<file path="src/rtl/cnn_frame_sequencer.sv">
// cnn_frame_sequencer
//   Frame-level controller for the MNIST CNN pipeline. On start it holds the
//   pipeline in reset for FLUSH_CYCLES cycles. It then streams PIXELS pixels
//   from pixel memory into conv1, one pixel per cycle. Next it waits for the
//   comparator result, latches the decision and pulses done. Between frames
//   the pipeline is held in reset.
//
//   Ports
//     clk, rst_n        clock (rising edge), asynchronous active-low reset
//     start             frame request, sampled only in IDLE
//     busy / done       high in FLUSH/STREAM/WAIT / 1-cycle frame-end pulse
//     mem_rd_en         pixel memory read strobe
//     mem_addr          pixel address 0..PIXELS-1
//     mem_rdata         pixel data for the address issued in the current cycle
//     pipe_rst_n        active-low reset to all pipeline stages
//     pix_out           pixel to conv1
//     pix_valid         pix_out carries a frame pixel
//     res_valid_in      comparator valid
//     res_decision_in   comparator decision
//     decision          latched class (4'hF on timeout)
//     decision_valid    decision is valid, held until next start
//     timeout           last frame aborted, held until next start
//
//   Optional feature: define CNN_SEQ_TIMEOUT_EN to abort WAIT after
//   TIMEOUT_CYCLES cycles without a result. Without the macro, WAIT waits
//   indefinitely and timeout is tied low.
module cnn_frame_sequencer #(
   parameter int unsigned PIXELS         = 784,
   parameter int unsigned ADDR_W         = 10,
   parameter int unsigned FLUSH_CYCLES   = 2,
   parameter int unsigned TIMEOUT_CYCLES = 4096,
   parameter int unsigned TO_W           = 13
) (
   input  logic              clk,
   input  logic              rst_n,
   input  logic              start,
   output logic              busy,
   output logic              done,
   output logic              mem_rd_en,
   output logic [ADDR_W-1:0] mem_addr,
   input  logic [7:0]        mem_rdata,
   output logic              pipe_rst_n,
   output logic [7:0]        pix_out,
   output logic              pix_valid,
   input  logic              res_valid_in,
   input  logic [3:0]        res_decision_in,
   output logic [3:0]        decision,
   output logic              decision_valid,
   output logic              timeout
);

   localparam int unsigned       FL_W       = (FLUSH_CYCLES > 1) ? $clog2(FLUSH_CYCLES) : 1;
   localparam logic [FL_W-1:0]   FLUSH_LAST = FL_W'(FLUSH_CYCLES - 1);
   localparam logic [ADDR_W-1:0] ADDR_LAST  = ADDR_W'(PIXELS - 1);

   typedef enum logic [2:0] {
      S_IDLE,
      S_FLUSH,
      S_STREAM,
      S_WAIT,
      S_DONE
   } state_e;

   state_e            state_q, state_d;
   logic [FL_W-1:0]   flush_cnt_q, flush_cnt_d;
   logic              busy_q, busy_d;
   logic              done_q, done_d;
   logic              mem_rd_en_q, mem_rd_en_d;
   logic [ADDR_W-1:0] mem_addr_q, mem_addr_d;
   logic              pipe_rst_n_q, pipe_rst_n_d;
   logic [7:0]        pix_out_q, pix_out_d;
   logic              pix_valid_q, pix_valid_d;
   logic [3:0]        decision_q, decision_d;
   logic              decision_valid_q, decision_valid_d;

`ifdef CNN_SEQ_TIMEOUT_EN
   localparam logic [TO_W-1:0] TO_LAST = TO_W'(TIMEOUT_CYCLES - 1);
   logic [TO_W-1:0]   to_cnt_q, to_cnt_d;
   logic              timeout_q, timeout_d;
`else
   logic              unused_timeout_cfg;
   assign unused_timeout_cfg = ^TO_W'(TIMEOUT_CYCLES);
`endif

   always_comb begin
      state_d          = state_q;
      flush_cnt_d      = flush_cnt_q;
      mem_addr_d       = mem_addr_q;
      decision_d       = decision_q;
      decision_valid_d = decision_valid_q;
`ifdef CNN_SEQ_TIMEOUT_EN
      to_cnt_d         = to_cnt_q;
      timeout_d        = timeout_q;
`endif
      unique case (state_q)
         S_IDLE: begin
            if (start) begin
               state_d          = S_FLUSH;
               flush_cnt_d      = '0;
               decision_d       = '0;
               decision_valid_d = 1'b0;
`ifdef CNN_SEQ_TIMEOUT_EN
               timeout_d        = 1'b0;
`endif
            end
         end
         S_FLUSH: begin
            if (flush_cnt_q == FLUSH_LAST) begin
               state_d    = S_STREAM;
               mem_addr_d = '0;
            end else begin
               flush_cnt_d = flush_cnt_q + 1'b1;
            end
         end
         S_STREAM: begin
            if (mem_addr_q == ADDR_LAST) begin
               state_d    = S_WAIT;
               mem_addr_d = '0;
`ifdef CNN_SEQ_TIMEOUT_EN
               to_cnt_d   = '0;
`endif
            end else begin
               mem_addr_d = mem_addr_q + 1'b1;
            end
         end
         S_WAIT: begin
            // A result arriving in the expiry cycle takes priority over the abort.
            if (res_valid_in) begin
               state_d          = S_DONE;
               decision_d       = res_decision_in;
               decision_valid_d = 1'b1;
            end
`ifdef CNN_SEQ_TIMEOUT_EN
            else if (to_cnt_q == TO_LAST) begin
               state_d    = S_DONE;
               decision_d = 4'hF;
               timeout_d  = 1'b1;
            end else begin
               to_cnt_d = to_cnt_q + 1'b1;
            end
`endif
         end
         S_DONE:  state_d = S_IDLE;
         default: state_d = S_IDLE;
      endcase

      // Control outputs are registered from the next state so they line up with it.
      busy_d       = (state_d == S_FLUSH) || (state_d == S_STREAM) || (state_d == S_WAIT);
      done_d       = (state_d == S_DONE);
      mem_rd_en_d  = (state_d == S_STREAM);
      // Released one cycle after streaming begins, together with the first pixel.
      pipe_rst_n_d = (state_q == S_STREAM) || (state_q == S_WAIT);
      pix_valid_d  = mem_rd_en_q;
      pix_out_d    = mem_rd_en_q ? mem_rdata : 8'h00;
   end

   always_ff @(posedge clk or negedge rst_n) begin
      if (!rst_n) begin
         state_q          <= S_IDLE;
         flush_cnt_q      <= '0;
         busy_q           <= 1'b0;
         done_q           <= 1'b0;
         mem_rd_en_q      <= 1'b0;
         mem_addr_q       <= '0;
         pipe_rst_n_q     <= 1'b0;
         pix_out_q        <= '0;
         pix_valid_q      <= 1'b0;
         decision_q       <= '0;
         decision_valid_q <= 1'b0;
`ifdef CNN_SEQ_TIMEOUT_EN
         to_cnt_q         <= '0;
         timeout_q        <= 1'b0;
`endif
      end else begin
         state_q          <= state_d;
         flush_cnt_q      <= flush_cnt_d;
         busy_q           <= busy_d;
         done_q           <= done_d;
         mem_rd_en_q      <= mem_rd_en_d;
         mem_addr_q       <= mem_addr_d;
         pipe_rst_n_q     <= pipe_rst_n_d;
         pix_out_q        <= pix_out_d;
         pix_valid_q      <= pix_valid_d;
         decision_q       <= decision_d;
         decision_valid_q <= decision_valid_d;
`ifdef CNN_SEQ_TIMEOUT_EN
         to_cnt_q         <= to_cnt_d;
         timeout_q        <= timeout_d;
`endif
      end
   end

   assign busy           = busy_q;
   assign done           = done_q;
   assign mem_rd_en      = mem_rd_en_q;
   assign mem_addr       = mem_addr_q;
   assign pipe_rst_n     = pipe_rst_n_q;
   assign pix_out        = pix_out_q;
   assign pix_valid      = pix_valid_q;
   assign decision       = decision_q;
   assign decision_valid = decision_valid_q;
`ifdef CNN_SEQ_TIMEOUT_EN
   assign timeout        = timeout_q;
`else
   assign timeout        = 1'b0;
`endif

endmodule

</file>
<file path="config.mk">
export PLATFORM = sky130hd
export DESIGN_NAME = cnn_frame_sequencer
export DESIGN_NICKNAME = d
export VERILOG_FILES = /design/src/rtl/cnn_frame_sequencer.sv
export SDC_FILE = /design/constraint.sdc
export NUM_CORES = 1
export LEC_CHECK = 0
export CAP_MARGIN = 5
export CELL_PAD_IN_SITES_DETAIL_PLACEMENT = 0
export CELL_PAD_IN_SITES_GLOBAL_PLACEMENT = 2
export CORE_UTILIZATION = 29
export DETAILED_ROUTE_END_ITERATION = 10
export GPL_TIMING_DRIVEN = 0
export PLACE_DENSITY = 0.84
export SYNTH_ARGS = -nofsm -noshare
export SYNTH_HDL_FRONTEND = slang
export SYNTH_SLANG_ARGS = --single-unit
export TNS_END_PERCENT = 20
</file>
<file path="constraint.sdc">
create_clock -name clk -period 3.4 [get_ports clk]
set_input_delay 0.68 -clock clk [delete_from_list [all_inputs] [get_ports clk]]
set_output_delay 0.68 -clock clk [all_outputs]
set_load 0.02 [all_outputs]
</file>
# After elaboration in Yosys (flattened, before gate mapping)

Cells that the tools add are included.

Flip-flop bits (word level): 32
Bits in latches: 0
RAM bits: 0
Bits in read-only memories: 0
Logic and storage cells: 51
Memories: 0

Add/subtract/negate cells: 2
$mul: 0
Divide/modulo/power cells: 0
Magnitude comparators: 0
Eq/ne operators: 11
Shifts and indexed selects: 0
Muxes and demuxes: 17
Bitwise operators: 0
Reduce and logical (&&, ||, !) cells: 10

Operators with widths:

| kind                  | number |
|---|---|
| $mux 10               | 2 |
| $pmux 10 s2           | 1 |
| $eq 3x2->1 const B    | 4 |
| $mux 3                | 4 |
| $pmux 3 s4            | 1 |
| $add 10x1->10 const B | 1 |
| $eq 10x10->1 const B  | 1 |
| $mux 4                | 2 |
| $mux 8                | 1 |
| $pmux 4 s2            | 1 |
| $eq 3x1->1 const B    | 2 |
| $ne 2x2->1 const B    | 3 |
| $reduce_bool 2->1     | 3 |
| $pmux 1 s2            | 2 |
| $reduce_and 2->1      | 2 |
| $eq 3x3->1 const B    | 1 |
| $logic_not 3->1       | 1 |
| $logic_or 1x1->1      | 3 |
| $mux 1                | 3 |
| $reduce_and 3->1      | 1 |
| $add 1x1->1 const B   | 1 |

# Logic depth before layout (Yosys ltp)

Gate-level depths: netlist of the first run.

Depth after elaboration: 6
Gate-level depth with buffers: 6

# Worst setup path after synthesis of the first run

Ideal clock, no wire load.

Path kind: reg-to-reg
Start point: register mem_addr_q[0] (netlist: mem_addr[0])
End point: register mem_addr_q[9] (netlist: mem_addr[9])
Arrival time: 1.827 ns
Required time: 3.331 ns
Path slack: 1.504 ns
Stages on the path, launching flop included: 7
Path buffers: 1
Period minus slack after synthesis: 1.896 ns
Cells stage by stage: dfrtp_1 ha_1 and3_1 clkbuf_1 a31o_1 or4_1 nand3_1

Longest elaborated chain between the ends: 3
Elaborated cells on any way between the ends: 4
Those cells by class: 1 x add/sub; 1 x eq/ne; 2 x mux

RTL lines:

| what                                          | line     | text |
|---|---|---|
| start: declaration                            | 69       | `logic [ADDR_W-1:0] mem_addr_q, mem_addr_d;` |
| start signal: assignment                      | 180      | `mem_addr_q <= mem_addr_d;` |
| $add 10x1->10 or $eq 10x10->1 (tied branches) | 123, 116 |  |
| $mux 10 *                                     | 116      | `if (mem_addr_q == ADDR_LAST) begin` |
| $pmux 10 s2 *                                 | 95       | `unique case (state_q)` |

Mark *: on every way between the ends. The rest lies on a longest branch, timed or not.
A chain may end at the register's enable or synchronous reset.

# Final worst setup path of the first run

Start point: register mem_addr_q[4] (netlist: mem_addr[4])
End point: output mem_addr[4]

RTL lines:

| what             | line | text |
|---|---|---|
| end: declaration | 40   | `output logic [ADDR_W-1:0] mem_addr,` |

No word-level cell between the ends.

==> flow_summary.ini, run 1 <==
[placement]
placed_area_um2 = 1840
place_inst = 219
place_ws_ns = 1.22
hpwlAfterDp_um = 2180
gp_congestion = 0.784
io_buffers = 43

[sta]
clock-skew-final_ns = 0.00604
hold_ws_ns = 0.458
rsz0062_at_grt = no
relSlewSlack_pct = 49.0
setup_ws_ns = 1.30
clock.fmax_mhz = 476
tightestPinTransition_ns = 0.762
min_period_ns = 2.10
hold_viol = 0
post-route-period-util_pct = 61.8
drv_slew = 0
setup_tns_ns = 0
finalSetupViolCount = 0

[drt]
drtIter0Drc = 42
wl_per_cell_um = 13.6
routed_via_density = 5.04
drt_pre_antenna_iters = 4
drt_wl_total_um = 3090
drtAntennaViolNets = 0
routed-via-count = 1143
drc = 0

[clock_network]
clockBufferDepth = 2
post_cts_resized = 0
cts_sinks = 32
cts_buffers = 5
htreeDepth = 2
postCtsHoldBufs = 0
cts_tree = built
path_clk_slew_ns = 0.06
post_cts_buffers = 0
clk_latency_ns = 0.28
root_buffer = clkbuf_8

[setup_path]
path_depth = 1
worstSetupStartpoint = mem_addr[4]
endpoint = mem_addr[4]
cp_data_required_time_ns = 2.72
cpMaxStageDelayCell = clkdlybuf4s50_1
cp-start-kind = flip-flop
criticalPathCategory = flip-flop to output port
crit_path_max_fanout = 8
path_cells = clkdlybuf4s50_1
cp-end-kind = output port
path_buf_inv = 1
r2r_end = mem_addr[9]
crit_family = buffers and inverters
max_stage_delay_ns = 0.66
cp.arrival_ns = 1.42
r2r_setup_slack_ns = 1.40
r2r-start = state_q[2]
ff2ff_path_depth = 5

[finish]
final_nets = 191
fillers = 421
stdcell_count = 227
final_area_um2 = 1940
diodes = 0
syn_to_final_growth_pct = 44.4
multiInputGateArea_um2 = 518
layout-drive-gt1-share_pct = 8.57
register_area_um2 = 801

[hold_path]
hold_class = primary input to async pin

[logic_synthesis]
ys_types = 34
yosysSeqAreaShare_pct = 59.5
synth_fp_nets = 141
synthCells = 124
ys_ff_latch = 32
syn_avg_cell_area_um2 = 10.9
synth.cell_area_um2 = 1350
ys_warn_count = 0

[floorplan]
fp.dieH_um = 70.1
die_x_um = 70.1
die-area_um2 = 4920
core_um2 = 4410
start_util_pct = 30.5
rows = 24
ios = 45

[pwr]
max-vdd-ir-drop_v = 0.000145
combPwrFrac_pct = 5.9
cellLeakagePower_nw = 0.834
intPower_mw = 0.629
p_seq_share_pct = 49.3
clkPwrFrac_pct = 44.8
p_switching_mw = 0.155
p_sw_share_pct = 19.8
pwr_density_cell_nw_per_um2 = 403

[global_route]
grt_pass1_vias = 1080
grt_usage_pct = 13.5
overflow = 0
grt_max_degree = 33
grt_pass1_wl_um = 5240
antenna_found_initial = 0

[job]
maxCapViolations = 0

[outcome]
outcome = finished clean
==> kinds of logic after synthesis <==
family,synth area share [%]
simple gates,21.8
other cells,0.279
compound gates,14.7
fa+ha+maj,0.929
buf+inv,2.04
mux,0.744
flops,59.5
==> cells in the mapped netlist <==
cell type | count | area share, %
a21o_1 | 1 | 0.56
a21oi_1 | 4 | 1.5
a22o_1 | 6 | 3.9
a22oi_1 | 1 | 0.56
a31o_1 | 1 | 0.65
a31oi_1 | 5 | 2.3
a31oi_2 | 1 | 0.93
a41oi_1 | 1 | 0.65
and2_1 | 8 | 3.7
and2b_1 | 1 | 0.56
and3_1 | 3 | 1.4
and4bb_2 | 1 | 0.93
buf_2 | 1 | 0.37
buf_4 | 1 | 0.56
clkbuf_1 | 1 | 0.28
conb_1 | 1 | 0.28
dfrtp_1 | 32 | 59
ha_1 | 1 | 0.93
inv_1 | 3 | 0.84
mux2i_1 | 1 | 0.74
nand2_1 | 12 | 3.3
nand3_1 | 9 | 3.3
nand4_1 | 2 | 0.93
nor2_1 | 7 | 2.0
nor2b_1 | 2 | 0.93
nor3_1 | 2 | 0.74
nor3b_1 | 1 | 0.56
o21ai_0 | 8 | 3.0
o311ai_0 | 1 | 0.65
or2_2 | 1 | 0.46
or3_1 | 2 | 0.93
or3b_2 | 1 | 0.65
or3b_4 | 1 | 0.84
or4_1 | 1 | 0.56
==> cells in the final DEF (no fill, tap or decap), types with 2 or more instances in the layout <==
| cell | n |
|---|---|
| nor2_1 | 7 |
| nand3_1 | 9 |
| and2_1 | 8 |
| buf_2 | 2 |
| clkbuf_1 | 2 |
| nand2_1 | 12 |
| a31oi_1 | 5 |
| o21ai_0 | 8 |
| nor2b_1 | 2 |
| and3_1 | 3 |
| nor3_1 | 2 |
| nand4_1 | 2 |
| clkbuf_8 | 5 |
| dfrtp_1 | 32 |
| inv_1 | 3 |
| or3_1 | 2 |
| a21oi_1 | 4 |
| a22o_1 | 6 |
| clkdlybuf4s50_1 | 42 |
==> worst min-delay path by stage <==
stage                   startpoint  cells past startpoint  slack (ns)        endpoint
finish                       rst_n                      1        0.46      pix_out[5]
global route                 rst_n                      1        0.51      pix_out[5]
CTS                          rst_n                      1        0.48      state_q[1]
detailed placement  decision_valid                      1        0.47  decision_valid
global placement    decision_valid                      1        0.47  decision_valid
floorplan                    rst_n                      0        0.38            busy
==> per-stage QoR <==
step | utilization [%] | power [mW]
3_3_place_gp | 41.7 | 0.441
4_1_cts | 44.0 | 0.795
3_5_place_dp | 41.6 | 0.441
6_report | 44.0 | 0.784
2_1_floorplan | - | 0.406
5_1_grt | 44.0 | 0.817
==> metal layers <==
| layer | track usage [%] | share of wire, % | vias to the layer above |
|---|---|---|---|
| li1 | - | - | 547 |
| met3 | 4.04 | 6.8 | 5 |
| met1 | 17.4 | 46 | 540 |
| met4 | 4.67 | 1.1 | 0 |
| met5 | 0 | 0 | - |
| met2 | 21.6 | 46 | 51 |
==> cell type report <==
type / count / share of cell area, %
buffer: 3 / 0.837
tap: 52 / 3.35
clock inverter: 2 / 1.80
sequential: 32 / 41.2
inverter: 3 / 0.579
timing repair buffer: 43 / 21.9
multi-input combinational: 86 / 26.6
clock buffer: 6 / 3.73
==> flip-flops by register name, summed over array words and instances, names as in the netlist, 3 cells and up <==
| register | count |
|---|---|
| decision | 4 |
| mem_addr | 10 |
| pix_out | 8 |
| state_q | 3 |
==> power groups by stage <==
stage	logic, mW	clock network, mW	registers [mW]
after CTS	0.0470	0.362	0.387
after floorplan	0.00558	0	0.400
after global placement	0.0467	0	0.394
after global routing	0.0497	0.381	0.387
after detailed placement	0.0467	0	0.394
final	0.0459	0.351	0.387
(Power assumes the default switching activity.)
==> run 2: changes to the inputs <==
--- a/config.mk
+++ b/config.mk
@@ -8,10 +8,10 @@
 export CAP_MARGIN = 5
 export CELL_PAD_IN_SITES_DETAIL_PLACEMENT = 0
 export CELL_PAD_IN_SITES_GLOBAL_PLACEMENT = 2
-export CORE_UTILIZATION = 29
+export CORE_UTILIZATION = 27
 export DETAILED_ROUTE_END_ITERATION = 10
 export GPL_TIMING_DRIVEN = 0
-export PLACE_DENSITY = 0.84
+export PLACE_DENSITY = 0.79
 export SYNTH_ARGS = -nofsm -noshare
 export SYNTH_HDL_FRONTEND = slang
 export SYNTH_SLANG_ARGS = --single-unit
==> constraint.sdc (replaced) <==
create_clock -name clk -period 2 [get_ports clk]
set_input_delay 0.4 -clock clk [delete_from_list [all_inputs] [get_ports clk]]
set_output_delay 0.4 -clock clk [all_outputs]
set_load 0.02 [all_outputs]
==> flow_summary.ini, run 2 (synthesis gave the netlist of run 1 again) <==
[outcome]
outcome = finished clean

[setup_path]
path_buf_inv = 1
cp_data_required_time_ns = 2.22
criticalPathCategory = flip-flop to flip-flop
crit_family = simple AND/OR/NAND/NOR gates
cpMaxStageDelayCell = or4_1
path_cells = ha_1 -> and3_1 -> clkbuf_1 -> a31o_1 -> or4_1 -> nand3_1
cp-start-kind = flip-flop
cp-end-kind = flip-flop
cp.arrival_ns = 2.21
crit_path_max_fanout = 7
max_stage_delay_ns = 0.50

[clock_network]
htreeDepth = 2
clk_latency_ns = 0.28
post_cts_buffers = 0
cts_tree = built
path_clk_slew_ns = 0.07
cts_buffers = 5
clockBufferDepth = 2
root_buffer = clkbuf_8
cts_sinks = 32

[sta]
hold_viol = 0
drv_slew = 0
relSlewSlack_pct = 50.8
min_period_ns = 1.99
tightestPinTransition_ns = 0.734
post-route-period-util_pct = 99.5
clock-skew-final_ns = 0.00872
clock.fmax_mhz = 502
rsz0062_at_grt = yes
finalSetupViolCount = 0

[global_route]
grt_pass1_wl_um = 5440
grt_usage_pct = 13.6
grt_max_degree = 33
overflow = 0
antenna_found_initial = 0
grt_pass1_vias = 1146

[finish]
final_nets = 191
syn_to_final_growth_pct = 48.2
largest_register_ffs = 10
fin_util_pct = 42.0
final_area_um2 = 2000
fillers = 469
multiInputGateArea_um2 = 532
layout_commonest_cell = clkdlybuf4s50_1
register_area_um2 = 801
final_cell_mix = 42 x clkdlybuf4s50_1, 32 x dfrtp_1, 12 x nand2_1, 9 x nand3_1
layout-drive-gt1-share_pct = 9.71
diodes = 0

[floorplan]
die_x_um = 72.6
core_um2 = 4750
start_util_pct = 28.3
fp.dieH_um = 72.6
rows = 25
ios = 45
die-area_um2 = 5270

[pwr]
max-vdd-ir-drop_v = 0.000256
p_sw_share_pct = 19.4
cellLeakagePower_nw = 0.848
combPwrFrac_pct = 5.6
clkPwrFrac_pct = 47.9
p_switching_mw = 0.274
pwr_density_cell_nw_per_um2 = 708
p_seq_share_pct = 46.5
intPower_mw = 1.14

[drt]
routed-via-count = 1155
drt_pre_antenna_iters = 4
drtAntennaViolNets = 0
wl_per_cell_um = 13.7
wl_met1_um = 1570
wl_met3_um = 234
drt_wl_total_um = 3320
drc = 0
routed.top_layer = met4
dr_wl_met2_um = 1490
routed_via_density = 4.77
drtIter0Drc = 48

[job]
maxCapViolations = 0

[placement]
hpwlAfterDp_um = 2250
gp_congestion = 0.739
placed_area_um2 = 1860
io_buffers = 43

[hold_path]
hold_class = primary input to async pin
## run 2: changes by cell type in the layout (fill, tap and decap cells not counted)
cell      before  now
clkbuf_1       2    1
clkbuf_8       5    7
nor3b_2        0    1
a31oi_4        0    1
nor3b_1        1    0
a31oi_2        1    0
clkinv_2       1    0
## run 2: path summary, 6_finish.rpt
kind	slack (ns)	endpoint	cells after the start	startpoint
setup reg to reg	0.009	mem_addr[9]	6	mem_addr[0]
setup / recovery	0.009	mem_addr[9]	6	mem_addr[0]
hold reg to reg	0.49	decision_valid	1	decision_valid
max in group asynchronous	1.36	mem_addr[5]	1	rst_n
min in group clk	0.49	decision_valid	1	decision_valid
hold / removal	0.18	pix_out[7]	1	rst_n
## run 2: layer usage
metal  track usage [%]  up-vias
li1                  -      542
met1              17.3      564
met2              22.7       47
met3              3.45        2
met4              4.58        0
met5                 0        -
## run 2: stage by stage
step / total power, mW / setup WS [ns] / TNS [ns] / std cells / hold slack, ns
after floorplan: 0.690 / 0.104 / 0 / 124 / 0.104
after CTS: 1.44 / 0.0184 / 0 / 242 / 0.205
after global routing: 1.47 / -0.0815 / -0.0815 / 242 / 0.225
after detailed placement: 0.750 / 0.0292 / 0 / 234 / 0.479
final: 1.41 / 0.00903 / 0 / 242 / 0.175
after global placement: 0.749 / -0.0876 / -2.79 / 234 / 0.465
## run 2: what timing repair did
item	in CTS	in global routing
hold buffers	0	0
endpoints found under the setup margin	0	3
gates resized for setup	0	2
## run 2: worst reg2reg max path, cell delays in order, from the launching register on
cell	delay (ns)
dfrtp_1	0.43
ha_1	0.24
and3_1	0.18
clkbuf_1	0.20
a31o_1	0.28
or4_1	0.50
nand3_1	0.09
## run 2: power groups by stage
stage	Sequential (mW)	Combinational [mW]	Clock, mW
detailed placement	0.670	0.0804	0
CTS	0.657	0.0809	0.700
finish	0.657	0.0786	0.677
global placement	0.669	0.0800	0
floorplan	0.681	0.00948	0
global route	0.657	0.0859	0.729
## run 2: final cells by class
| class | instances | area share, % |
|---|---|---|
| plain buffers | 3 | 0.815 |
| clock buffers | 7 | 4.83 |
| clock inverters | 1 | 1.50 |
| inverters | 3 | 0.564 |
| multi-input cells | 86 | 26.6 |
| flip-flops and latches | 32 | 40.1 |
| well taps | 67 | 4.20 |
| repair buffers | 43 | 21.3 |
